--- config.mk ---
export PLATFORM = sky130hd
export DESIGN_NAME = ascon_perm_sequencer
export DESIGN_NICKNAME = d
export VERILOG_FILES = /design/src/rtl/ascon_perm_sequencer.sv
export SDC_FILE = /design/constraint.sdc
export NUM_CORES = 2
export LEC_CHECK = 0
export ABC_CLOCK_PERIOD_IN_PS = 23700
export BUFFER_PORTS_ARGS = -buffer_cell sky130_fd_sc_hd__buf_2
export CORE_MARGIN = 1.5
export CORE_UTILIZATION = 45
export DETAILED_ROUTE_END_ITERATION = 8
export PLACE_DENSITY = 0.65
export SYNTH_ARGS = -nofsm -noshare
export SYNTH_HDL_FRONTEND = slang
export SYNTH_SLANG_ARGS = --single-unit
--- constraint.sdc ---
create_clock -name clock_i -period 23.7 [get_ports clock_i]
set_clock_uncertainty 0.15 [all_clocks]
set_input_delay 4.74 -clock clock_i [delete_from_list [all_inputs] [get_ports clock_i]]
set_output_delay 4.74 -clock clock_i [all_outputs]
set_load 0.01 [all_outputs]
--- src/rtl/ascon_perm_sequencer.sv ---
// Ascon permutation sequencer: loads a 320-bit state and applies p^n one
// round per clock (two rounds per clock when ASCON_PERM_UNROLL2_EN is
// defined), with a start/ready/busy/done handshake towards the mode FSM.
// Optional build macro: ASCON_PERM_UNROLL2_EN (two chained round datapaths).
module ascon_perm_sequencer #(
  parameter int MAX_ROUNDS = 12,
  parameter int CNT_W      = 4
) (
  input  logic                 clock_i,
  input  logic                 reset_i,
  input  logic                 start_i,
  input  logic [3:0]           nb_rounds_i,
  input  logic [4:0][63:0]     state_i,
  output logic                 ready_o,
  output logic                 busy_o,
  output logic                 done_o,
  output logic [4:0][63:0]     state_o,
  output logic [CNT_W-1:0]     round_o
);

  // One-hot encoding so each handshake output is a register bit directly.
  localparam logic [2:0] S_IDLE = 3'b001;
  localparam logic [2:0] S_RUN  = 3'b010;
  localparam logic [2:0] S_DONE = 3'b100;

  localparam logic [CNT_W-1:0] LP_MAX = CNT_W'(MAX_ROUNDS);
  localparam logic [CNT_W-1:0] LP_ONE = CNT_W'(1);
`ifdef ASCON_PERM_UNROLL2_EN
  localparam logic [CNT_W-1:0] LP_STEP = CNT_W'(2);
  localparam logic [CNT_W-1:0] LP_LAST = CNT_W'(MAX_ROUNDS - 2);
`else
  localparam logic [CNT_W-1:0] LP_STEP = CNT_W'(1);
  localparam logic [CNT_W-1:0] LP_LAST = CNT_W'(MAX_ROUNDS - 1);
`endif

  logic [2:0]          r_fsm;
  logic [4:0][63:0]    r_state;
  logic [CNT_W-1:0]    r_round;

  logic [4:0][63:0]    w_round1;
  logic [4:0][63:0]    w_next_state;
  logic [CNT_W-1:0]    w_n;
  logic [CNT_W-1:0]    w_n_eff;
  logic [CNT_W-1:0]    w_first;

  // 64-bit rotate right by a constant amount.
  function automatic logic [63:0] f_ror(input logic [63:0] x, input int unsigned k);
    f_ror = (x >> k) | (x << (32'd64 - k));
  endfunction

  // One full Ascon round: constant addition, bitsliced S-box layer, linear layer.
  function automatic logic [4:0][63:0] f_round(input logic [4:0][63:0] s,
                                               input logic [CNT_W-1:0] r);
    logic [63:0] x0, x1, x2, x3, x4;
    logic [63:0] t0, t1, t2, t3, t4;
    logic [3:0]  r4;
    r4 = 4'(r);
    x0 = s[0];
    x1 = s[1];
    x2 = s[2] ^ {56'd0, 4'hF - r4, r4};
    x3 = s[3];
    x4 = s[4];
    // S-box applied to all 64 columns at once; column bit order is x0..x4 MSB..LSB
    x0 = x0 ^ x4;
    x4 = x4 ^ x3;
    x2 = x2 ^ x1;
    t0 = ~x0 & x1;
    t1 = ~x1 & x2;
    t2 = ~x2 & x3;
    t3 = ~x3 & x4;
    t4 = ~x4 & x0;
    x0 = x0 ^ t1;
    x1 = x1 ^ t2;
    x2 = x2 ^ t3;
    x3 = x3 ^ t4;
    x4 = x4 ^ t0;
    x1 = x1 ^ x0;
    x0 = x0 ^ x4;
    x3 = x3 ^ x2;
    x2 = ~x2;
    // Linear diffusion per word
    f_round[0] = x0 ^ f_ror(x0, 19) ^ f_ror(x0, 28);
    f_round[1] = x1 ^ f_ror(x1, 61) ^ f_ror(x1, 39);
    f_round[2] = x2 ^ f_ror(x2, 1)  ^ f_ror(x2, 6);
    f_round[3] = x3 ^ f_ror(x3, 10) ^ f_ror(x3, 17);
    f_round[4] = x4 ^ f_ror(x4, 7)  ^ f_ror(x4, 41);
  endfunction

  // Round datapath: purely combinational from the state register and round index.
  always_comb begin
    w_round1 = f_round(r_state, r_round);
`ifdef ASCON_PERM_UNROLL2_EN
    w_next_state = f_round(w_round1, r_round + LP_ONE);
`else
    w_next_state = w_round1;
`endif
  end

  // Legalise the requested round count and derive the starting round index.
  always_comb begin
    if ((nb_rounds_i == 4'd0) || ({28'd0, nb_rounds_i} > 32'(MAX_ROUNDS))) begin
      w_n = LP_MAX;
    end else begin
      w_n = CNT_W'(nb_rounds_i);
    end
`ifdef ASCON_PERM_UNROLL2_EN
    // Two rounds per cycle: odd counts round down, and zero falls back to the maximum.
    if (w_n[CNT_W-1:1] == {(CNT_W-1){1'b0}}) begin
      w_n_eff = LP_MAX;
    end else begin
      w_n_eff = {w_n[CNT_W-1:1], 1'b0};
    end
`else
    w_n_eff = w_n;
`endif
    w_first = LP_MAX - w_n_eff;
  end

  // Control FSM, state register and round counter.
  always_ff @(posedge clock_i or posedge reset_i) begin
    if (reset_i) begin
      r_fsm   <= S_IDLE;
      r_state <= '0;
      r_round <= '0;
    end else begin
      case (r_fsm)
        S_IDLE: begin
          if (start_i) begin
            r_state <= state_i;
            r_round <= w_first;
            r_fsm   <= S_RUN;
          end else begin
            r_fsm   <= S_IDLE;
          end
        end
        S_RUN: begin
          r_state <= w_next_state;
          if (r_round == LP_LAST) begin
            r_fsm   <= S_DONE;
          end else begin
            r_round <= r_round + LP_STEP;
          end
        end
        S_DONE: begin
          r_fsm <= S_IDLE;
        end
        default: begin
          r_fsm <= S_IDLE;
        end
      endcase
    end
  end

  assign ready_o = r_fsm[0];
  assign busy_o  = r_fsm[1];
  assign done_o  = r_fsm[2];
  assign state_o = r_state;
  assign round_o = r_round;

endmodule

# Yosys cells after proc, flatten, opt, wreduce, memory -nomap -nowiden
# Cells that the tools add are included.
[word_totals]
inputBits = 327
elab_cells = 74
regBits = 327
output_inout_bits = 327
[op_classes]
mux = 9
reduce_logical = 5
n_lt_le_gt_ge = 1
n_addsub = 3
bitwise = 43
eq_ne = 6
[ops]
columns = ["cell", "n"]
rows = [
  ["XOR 64 bit", 21],
  ["one-hot mux 320 bit (2 select lines)", 1],
  ["inverter 64 bit", 6],
  ["AND 64 bit", 5],
  ["two-way mux 320 bit", 1],
  ["OR 23 x 64 -> 64 bit", 1],
  ["OR 25 x 64 -> 64 bit", 1],
  ["OR 3 x 64 -> 64 bit", 1],
  ["OR 36 x 64 -> 64 bit", 1],
  ["OR 45 x 64 -> 64 bit", 1],
  ["OR 47 x 64 -> 64 bit", 1],
  ["OR 54 x 64 -> 64 bit", 1],
  ["OR 57 x 64 -> 64 bit", 1],
  ["OR 58 x 64 -> 64 bit", 1],
  ["OR 63 x 64 -> 64 bit", 1],
  ["XOR 64 x 8 -> 64 bit", 1],
  ["two-way mux 4 bit", 3],
  ["one-hot mux 4 bit (2 select lines)", 1],
  ["subtractor 4 bit, first input constant", 2],
  ["!= test 2 bit, second input constant", 3],
  ["one-hot mux 3 bit (2 select lines)", 1],
  ["adder 4 x 1 -> 4 bit, second input constant", 1],
  ["== test 4 bit, second input constant", 1],
  ["> comparator 4 bit, second input constant", 1],
  ["9 further kinds", 9],
]

# Logic depth before layout (Yosys ltp)
[logic_depth]
ltp_word = 11
depth_mapped = 8
ltp_nobuf = 7

# Least setup slack after synthesis
# OpenSTA, ideal clock, no wires.
[synth_path]
path_type = "input to register"
start = "in start_i"
end = "reg r_state (netlist bit state_o[122])"
n_path_buf = 3
stages = 8
required_time_ns = 23.413
arrival_ns = 5.856
setup_time_ns = 0.137
slack_ns = 17.557
cell_sequence = "nand3b_1 > nor2_2 > buf_2 > buf_4 > buf_4 > nor2_1 > a211oi_1 > a21oi_1"
[synth_between]
elab_chain_len = 2
[synth_rtl]
columns = ["item", "line_no", "source"]
rows = [
  ["from (decl)", "11", "input logic start_i,"],
  ["!= test 2 bit (no line)", "-", ""],
  ["AND reduction 2 bit (no line)", "-", ""],
  ["to (signal assigned)", "129", "r_state <= state_i;"],
  ["to (signal assigned)", "137", "r_state <= w_next_state;"],
  ["to (decl)", "37", "logic [4:0][63:0] r_state;"],
]
# Every way passes these cells.
# A chain may end at the register's enable or synchronous reset.

# Worst setup path after layout
[layout_path]
start = "in start_i"
end = "reg r_state (netlist bit state_o[39])"
# The elaborated chain is that of the path after synthesis.

==> results by group <==
STA
  • Final setup TNS: 0 ns
  • Actual slew at the worst max-slew pin: 1.283 ns
  • Setup Viol. Count Final: 0
  • RSZ-0062 raised after global routing: no
  • Fmax: 141.6 MHz
  • Max-slew violations: 0
  • Worst slew margin: 13.82%
  • Final Hold Fails: 0
  • Final min period: 7.062 ns
  • Fin crit share: 29.80%
  • Final WS setup: 16.64 ns

GRT
  • Initial antenna violation count: 12
  • Largest net degree at the start of global routing: 151
  • GRT Total Usage: 40.70%
  • Global-route wire length before repair: 198,100 um
  • Total grt overflow: 0
  • Vias in the first global route: 24,955

Synthesis
  • Mux contribution to synthesized area: 2.975%
  • Synthesis Warnings: 0
  • Synth area leaders: dfrtp_1 (26%), xnor3_1 (18%), xnor2_1 (9.7%), xnor2_2 (6.0%), ha_1 (5.2%)
  • Yosys top cell by area: dfrtp_1
  • Largest family of logic cells by synthesized area: XOR/XNOR gates
  • Count leader, synth: xnor2_1
  • Compound-Gate Fraction of Synth Area: 12.42%
  • Top cell type's share of synthesized area: 26.28%
  • Area of the mapped netlist: 0.03104 mm^2
  • Syn_nets: 3,476
  • Adder-Cell Fraction of Synth Area: 5.498%
  • Post-synthesis register bit count: 327
  • Async SR Flop Fraction: 100.0%
  • Simple-Gate Fraction of Synth Area: 8.888%
  • Most frequent cells after synthesis: xnor2_1 (343), dfrtp_1 (326), nand2_1 (303), xnor3_1 (247), xor2_1 (170)
  • EDFF count, synth: 0
  • Count of cell types in the netlist: 41
  • Most used DFF post-synth: dfrtp_1
  • Cells after Synth: 3,019
  • Synth Area in XOR/XNOR: 40.37%
  • Average cell area after synthesis: 10.28 um^2
  • Post-synthesis sequential area ratio: 26.36%

Placed design
  • DP Worst Slack: 16.02 ns
  • DP HPWL: 118,700 um
  • RD Place Congestion: 1.047
  • Port buffer count: 653

Detailed routing
  • Wire per inst: 32.17 um
  • Starting DRC count in detailed routing: 3,150
  • DR pass1 iterations: 6
  • Antenna Violating Nets Remaining: 0
  • Drt drc: 0
  • Vias per inst: 5.906
  • Via Count: 26,717
  • Routed WL: 145,600 um

Setup path
  • Crit Path Class: in2reg
  • CP endpoint kind: register
  • Top delay family on crit path: buffers and inverters
  • CP bufs+invs: 4
  • Largest stage delay on the critical path: 0.83 ns
  • Worst-path maximum fanout: 102
  • Critical Path AT: 7.42 ns
  • Startpoint types: input port
  • Crit path top cell by count: buf_4
  • Slowest CP cell: buf_4
  • Critical Path, Cell by Cell: buf_2, nand3b_1, a21oi_4, buf_4, inv_6, buf_4, a21boi_0, o21ai_1
  • Worst EP required: 24.06 ns

Die
  • Initial core utilization: 45.34%
  • Die Ht: 265.6 um
  • Die Area: 0.07057 mm^2
  • I/O pin count: 654
  • Cell Rows: 96
  • Die Width: 265.6 um
  • Core Box Area: 0.06847 mm^2

Run
  • Max_cap viols: 0

Clock network
  • CTS sink cnt: 327
  • TritonCTS clock tree: yes
  • Reg clk slew, reported paths: 0.06 ns
  • Skew-Pair Late Insertion Delay: 0.60 ns
  • CTS max path bufs: 3
  • Clk root buf: clkbuf_16
  • H-tree level count: 2
  • CTS Buf Count: 43
  • Post-CTS Hold Fix Bufs: 0
  • Post-CTS resize count: 0
  • Post-CTS setup buffer count: 0

Finish
  • Layout cells sized above 1: 24.89%
  • Area grow syn2layout: 17.78%
  • Nets: 4,065
  • Final core utilization: 53.40%
  • Fillcell total: 6,402

Status
  • Status: completed

Hold path
  • Worst hold path type: reg2reg
-- layout by cell type (no fill, tap or decap), drive strengths merged, types with 7 or more instances in the layout --
cell    count
o211ai     27
xor3        9
a31oi      12
a22oi       7
a21o       41
clkbuf     63
maj3        8
dfrtp     326
buf       677
a21oi     149
a21boi     62
mux2i      81
a211oi    100
mux2       10
clkinv      8
xnor3     247
o221ai     20
nand3     128
nor2b      52
o21ai     210
ha        130
nand2     303
xnor2     458
nor2      164
inv       139
xor2      194
-- registers in the layout (all words and copies together), names as in the netlist --
signal,cells
r_fsm,3
state_o,320
round_o,4
-- per-stage QoR --
stage / hold WS (ns) / cells / instance area, um^2
detailed placement: 0.3689 / 4445 / 35090
CTS: 0.3823 / 4522 / 36560
global placement: 0.3627 / 4445 / 35090
finish: 0.3848 / 4524 / 36560
floorplan: 0.3995 / 3019 / 31040
global route: 0.4181 / 4522 / 36560
-- layout make-up --
| cell class | instances | area, um^2 | share of cell area (%) |
|---|---|---|---|
| inverter | 139 | 534.3 | 1.461 |
| timing repair buffer | 677 | 3473 | 9.500 |
| multi-input combinational | 2420 | 21790 | 59.61 |
| sequential | 327 | 8184 | 22.38 |
| clock buffer | 63 | 1314 | 3.593 |
| antenna | 2 | 5.005 | 0.01369 |
| tap | 882 | 1104 | 3.018 |
| clock inverter | 14 | 152.6 | 0.4175 |
-- worst paths after layout --
check / startpoint / cells past startpoint / slack, ns / end
worst max-delay path: start_i / 8 / 16.64 / state_o[39]$_DFFE_PP0P_
min in group asynchronous: reset_i / 2 / 4.17 / state_o[216]$_DFFE_PP0P_
worst min-delay path: state_o[132]$_DFFE_PP0P_ / 2 / 0.38 / state_o[132]$_DFFE_PP0P_
worst max register to register: r_fsm[0]$_DFFE_PP1P_ / 7 / 19.24 / state_o[163]$_DFFE_PP0P_
worst min register to register: state_o[132]$_DFFE_PP0P_ / 2 / 0.38 / state_o[132]$_DFFE_PP0P_
max in group asynchronous: reset_i / 3 / 17.63 / state_o[130]$_DFFE_PP0P_
-- worst min-delay path, stage by stage (launching register included) --
cell and delay [ns]:
dfrtp_1 0.38, nand2_1 0.06, o21ai_0 0.06
-- kinds of logic (layout without fill, tap and decap cells) --
| group | count (synthesis) | after routing |
|---|---|---|
| other | 0 | 2 |
| AND/OR/NAND/NOR | 653 | 653 |
| buffers and inverters | 272 | 893 |
| XOR/XNOR | 908 | 908 |
| multiplexers | 91 | 91 |
| AO/OA/AOI/OAI | 630 | 630 |
| adder cells (fa/ha/maj) | 138 | 138 |
| flip-flops | 327 | 327 |
-- per-layer routing --
layer / vias up / GRT usage (%) / share of wire [%]
met4: 20 / 21.45 / 6.3
met2: 1572 / 63.27 / 45
met1: 13213 / 52.54 / 38
met5: - / 0 / 0.077
met3: 384 / 9.933 / 11
li1: 11528 / - / -
Power is left out: the tool's default activity adds up to more than one toggle a clock period on the data nets, which glitch-free logic cannot reach.
